==> src/rtl/alu_instr_issuer_pkg.sv <==
// Shared definitions for the ALU instruction issuer: opcodes, instruction layout, FSM states.
// Latency: n/a (package only).
// Backpressure: n/a (package only).
package alu_instr_issuer_pkg;

  // Opcode values as seen on req_op / instruction[17:16] / resp_op.
  localparam logic [1:0] OP_ADD = 2'b00;
  localparam logic [1:0] OP_SUB = 2'b01;
  localparam logic [1:0] OP_MUL = 2'b10;
  localparam logic [1:0] OP_DIV = 2'b11;

  // Instruction word layout: {opcode, A, B}.
  localparam int INSTR_W = 18;
  localparam int OP_MSB  = 17;
  localparam int OP_LSB  = 16;
  localparam int A_MSB   = 15;
  localparam int A_LSB   = 8;
  localparam int B_MSB   = 7;
  localparam int B_LSB   = 0;

  // Wait counter must hold the largest legal ALU latency (15).
  localparam int CNT_W = 4;

  typedef enum logic [1:0] {
    ST_IDLE  = 2'd0,
    ST_ISSUE = 2'd1,
    ST_WAIT  = 2'd2,
    ST_RESP  = 2'd3
  } state_t;

  function automatic logic [INSTR_W-1:0] pack_instr(input logic [1:0] op,
                                                    input logic [7:0] a,
                                                    input logic [7:0] b);
    return {op, a, b};
  endfunction

endpackage

==> src/rtl/alu_instr_issuer.sv <==
// Issues one instruction at a time to a fixed-latency 8-bit ALU and returns its captured result.
// Latency: resp_valid rises exactly ALU_LATENCY+1 cycles after the request handshake.
// Backpressure: req_ready only in IDLE; response held stable until resp_ready, then one IDLE cycle.
//
// Ports:
//   clk, rst_n                         clock, async active-low reset
//   req_valid/req_ready, req_op/a/b    request handshake and fields
//   instruction[17:0]                  {op, A, B} driven to the ALU, held until next accept
//   alu_out, alu_extended_out,
//   alu_overflow, alu_carry            ALU results, sampled only on the capture edge
//   resp_valid/resp_ready, resp_*      response handshake and captured result/flags/opcode
//   issued_count[7:0]                  completed transactions, wraps silently
module alu_instr_issuer
  import alu_instr_issuer_pkg::*;
#(
  parameter int ALU_LATENCY = 1
) (
  input  logic               clk,
  input  logic               rst_n,
  input  logic               req_valid,
  output logic               req_ready,
  input  logic [1:0]         req_op,
  input  logic [7:0]         req_a,
  input  logic [7:0]         req_b,
  output logic [INSTR_W-1:0] instruction,
  input  logic [7:0]         alu_out,
  input  logic [7:0]         alu_extended_out,
  input  logic               alu_overflow,
  input  logic               alu_carry,
  output logic               resp_valid,
  input  logic               resp_ready,
  output logic [15:0]        resp_result,
  output logic               resp_overflow,
  output logic               resp_carry,
  output logic [1:0]         resp_op,
  output logic [7:0]         issued_count
);

  localparam logic [CNT_W-1:0] LAT_CNT = CNT_W'(ALU_LATENCY);

  state_t               state_q, state_d;
  logic [INSTR_W-1:0]   instr_q, instr_d;
  logic [CNT_W-1:0]     cnt_q, cnt_d;
  logic [15:0]          result_q, result_d;
  logic                 ovf_q, ovf_d;
  logic                 carry_q, carry_d;
  logic [1:0]           op_q, op_d;
  logic [7:0]           count_q, count_d;

  always_comb begin
    state_d   = state_q;
    instr_d   = instr_q;
    cnt_d     = cnt_q;
    result_d  = result_q;
    ovf_d     = ovf_q;
    carry_d   = carry_q;
    op_d      = op_q;
    count_d   = count_q;
    req_ready = 1'b0;

    case (state_q)
      ST_IDLE: begin
        req_ready = 1'b1;
        if (req_valid) begin
          instr_d = pack_instr(req_op, req_a, req_b);
          cnt_d   = LAT_CNT;
          state_d = ST_ISSUE;
        end
      end
      ST_ISSUE: begin
        state_d = ST_WAIT;
      end
      ST_WAIT: begin
        // A zero count can only arise from an illegal latency; treat it like
        // the last count so the FSM can never stall in WAIT.
        if (cnt_q <= 4'd1) begin
          cnt_d    = '0;
          result_d = {alu_extended_out, alu_out};
          ovf_d    = alu_overflow;
          carry_d  = alu_carry;
          op_d     = instr_q[OP_MSB:OP_LSB];
          state_d  = ST_RESP;
        end else begin
          cnt_d = cnt_q - 4'd1;
        end
      end
      ST_RESP: begin
        if (resp_ready) begin
          count_d = count_q + 8'd1;
          state_d = ST_IDLE;
        end
      end
      default: state_d = ST_IDLE;
    endcase
  end

  always_ff @(posedge clk or negedge rst_n) begin
    if (!rst_n) begin
      state_q  <= ST_IDLE;
      instr_q  <= '0;
      cnt_q    <= '0;
      result_q <= '0;
      ovf_q    <= 1'b0;
      carry_q  <= 1'b0;
      op_q     <= '0;
      count_q  <= '0;
    end else begin
      state_q  <= state_d;
      instr_q  <= instr_d;
      cnt_q    <= cnt_d;
      result_q <= result_d;
      ovf_q    <= ovf_d;
      carry_q  <= carry_d;
      op_q     <= op_d;
      count_q  <= count_d;
    end
  end

  assign instruction   = instr_q;
  assign resp_valid    = (state_q == ST_RESP);
  assign resp_result   = result_q;
  assign resp_overflow = ovf_q;
  assign resp_carry    = carry_q;
  assign resp_op       = op_q;
  assign issued_count  = count_q;

endmodule

==> config.mk <==
export PLATFORM = sky130hd
export DESIGN_NAME = alu_instr_issuer
export DESIGN_NICKNAME = d
export VERILOG_FILES = /design/src/rtl/alu_instr_issuer_pkg.sv /design/src/rtl/alu_instr_issuer.sv
export SDC_FILE = /design/constraint.sdc
export NUM_CORES = 1
export LEC_CHECK = 0
export CORE_ASPECT_RATIO = 1.1
export CORE_MARGIN = 2
export CORE_UTILIZATION = 30
export CTS_CLUSTER_DIAMETER = 40
export DETAILED_ROUTE_END_ITERATION = 6
export SYNTH_ARGS = -nofsm -noshare
export SYNTH_HDL_FRONTEND = slang
export SYNTH_SLANG_ARGS = --single-unit
==> constraint.sdc <==
create_clock -name clk -period 3.86 [get_ports clk]
set_input_delay 0.386 -clock clk [delete_from_list [all_inputs] [get_ports clk]]
set_output_delay 0.386 -clock clk [all_outputs]
set_load 0.01 [all_outputs]
==> metrics <==
Syn-to-layout area delta 48.2%; largest cells by area after synthesis dfrtp_1 57%, mux2_4 20%, mux2_1 3.5%, ha_1 3.3%, xnor2_1 1.5%; H-Tree Depth 2; FF-to-FF Start cnt_q[0]; worst skew pair latency 0.31 ns; root buffer cell clkbuf_8; Lkg Pwr 0.00153 uW; Net Sw Power 878 uW; period utilization 52.6%; outcome finished clean; pre-CTS setup slack 2.04 ns; Sw Ratio 30.7%; CP Class register to output pin; post-CTS setup buffers 0; Die Y 95.3 um; average size of a mapped cell 15.3 um^2; routed via count 1,493; R2R Path End resp_result[14]; RD Place Congestion 0.712; Gate Count Post-Synth 148; clock-pin slew on the worst setup and hold paths 0.10 ns; Ant. Diodes 0; Worst R2R Path Depth 5; pwr dens 849 nW/um^2; Iter 0 DRT Violations 19; First-pass DRT Iterations 4; total CTS buffers 5; Yosys cell types 31; routed len/inst 14.0 um; Placed Area 3230 um^2; clock sink total 52; Worst setup endpoint req_ready; Synth top area share 57.3%; Starting Density 30.7%; largest area contributor in the netlist dfrtp_1; Synthesis Warnings 0; die footprint 8280 um^2; first-pass GRT wire length 7380 um; Final WS setup 1.83 ns; initial antenna violation count 0; Clock Skews 0.00710 ns; residual DRC count 0; CTS tree done; VDD IR-drop max 0.287 mV; Setup violations, final 0; IO buf count 87; Post-CTS Resized 0; Inst Count DP 321; WHS 0.120 ns; fin area 3360 um^2; RSZ-0062 raised after global routing no; Slew Viols, Final 0; most common cell after layout, fill and taps aside clkdlybuf4s50_1; Worst EP required 3.47 ns; Final nets 287; cts-stage hold buffer count 0; FF-to-FF setup slack 2.13 ns; largest net degree at the start of global routing 31; number of register bits inferred by synthesis 52; Final Hold Fails 0; Final HPWL DP 3360 um; clock buffer depth 2; Remaining Overflow, GRT 0; min-delay worst type input port to asynchronous set/reset pin; Final min period 2.03 ns; Netlist Area Pre-Place 2270 um^2; Via density 4.54; GR Util All Layers 11.6%; IO Count 88; layout cells sized above 1 20.2%; drt total wl 4620 um; Routed Antenna Nets 0; # Max-Cap Violations 0; Worst Setup SP state_q[0]; combinational share of power 50.4%; Die Wd 87.0 um; most frequent cells in the layout 86 x clkdlybuf4s50_1, 52 x dfrtp_1, 30 x mux2_4; register area share after synthesis 57.3%; Max Fclk 493 MHz; Critical Path AT 1.64 ns; Crit Path Max Fanout 6; Sequential Power Share 33.9%; Filler Cell Count 684; CORE AREA 7390 um^2; CP Launch Type register; vias in the first global route 1,563; final std cells w/o fill 329; clock group share of total power 15.7%; Internal 1980 uW; Setup TNS 0 ns; syn_nets 194; Worst Tran Pin Value 0.709 ns; Worst slew margin 52.7%; Setup crit end kind output pin; Cell Rows 33
[power groups by stage]
stage | Clock [uW] | Sequential [uW] | Combinational (uW)
6_report | 450 | 968 | 1440
5_1_grt | 489 | 1000 | 1560
4_1_cts | 468 | 971 | 1470
3_5_place_dp | 0 | 980 | 1460
3_3_place_gp | 0 | 975 | 1440
2_1_floorplan | 0 | 1070 | 735
[cell usage after synthesis]
cell      instances
a211oi_2          1
a21oi_1           1
a22o_1            1
a22oi_1           1
and2b_1           1
and3_1            2
buf_6             3
dfrtp_1          52
ha_1              6
inv_1             5
mux2_1            7
mux2_2            3
mux2_4           30
mux2i_1           1
nand2_1           7
nand2_2           1
nand2b_1          1
nand3_1           4
nor2_1            2
nor2_4            1
nor2b_1           1
nor3_1            2
o211ai_2          1
o21ai_0           1
o21ai_1           2
o21ai_2           1
o31ai_1           1
o32a_1            1
or3_1             1
xnor2_1           4
xor2_1            3
[how the worst min path moves through the flow]
stage,slack [ns],start,depth (start not counted),end
5_1_grt,0.17,rst_n,1,resp_result[7]
3_3_place_gp,0.46,issued_count[7],1,issued_count[7]
3_5_place_dp,0.46,issued_count[7],1,issued_count[7]
2_1_floorplan,0.09,rst_n,0,cnt_q[0]
4_1_cts,0.14,rst_n,1,resp_result[7]
6_report,0.12,rst_n,1,resp_result[7]
[per-stage QoR]
stage | util, % | total power [uW]
global placement | 43.7 | 2420
floorplan | - | 1810
finish | 45.5 | 2860
CTS | 45.5 | 2910
detailed placement | 43.7 | 2440
global route | 45.5 | 3050
[critical path: stages, from the launching register on]
cell and delay (ns):
dfrtp_1 0.41, inv_1 0.08, ha_1 0.27, clkdlybuf4s50_1 0.58
[registers in the layout, summed over array words and instances, names as in the netlist]
signal	flops
cnt_q	4
instruction	18
issued_count	8
resp_carry	1
resp_op	2
resp_overflow	1
resp_result	16
state_q	2
[final cells by class]
cell class	count	area [um^2]	area share, %
clock buffers	5	68.8	2.05
flip-flops and latches	52	1300	38.7
multi-input cells	88	917	27.3
repair buffers	89	881	26.2
clock inverters	3	68.8	2.05
well taps	87	109	3.24
inverters	5	18.8	0.558
[logic make-up (layout without fill, tap and decap cells)]
family | Yosys count | count (layout) | share of synthesized area (%)
AOI/OAI and AO/OA | 11 | 11 | 3.86
adders and majority gates | 6 | 6 | 3.31
xor gates and xnor gates | 7 | 7 | 2.70
muxes | 41 | 41 | 25.2
and+or+nand+nor | 23 | 23 | 5.29
DFF | 52 | 52 | 57.3
buffers and inverters | 8 | 102 | 2.31
[per-layer routing]
layer | vias up | share of wire (%) | GRT usage (%)
li1 | 696 | - | -
met1 | 739 | 45 | 14.6
met2 | 53 | 47 | 18.5
met3 | 5 | 7.1 | 3.98
met4 | 0 | 1.3 | 3.91
met5 | - | 0 | 0
Power figures use the tool's default switching activity.
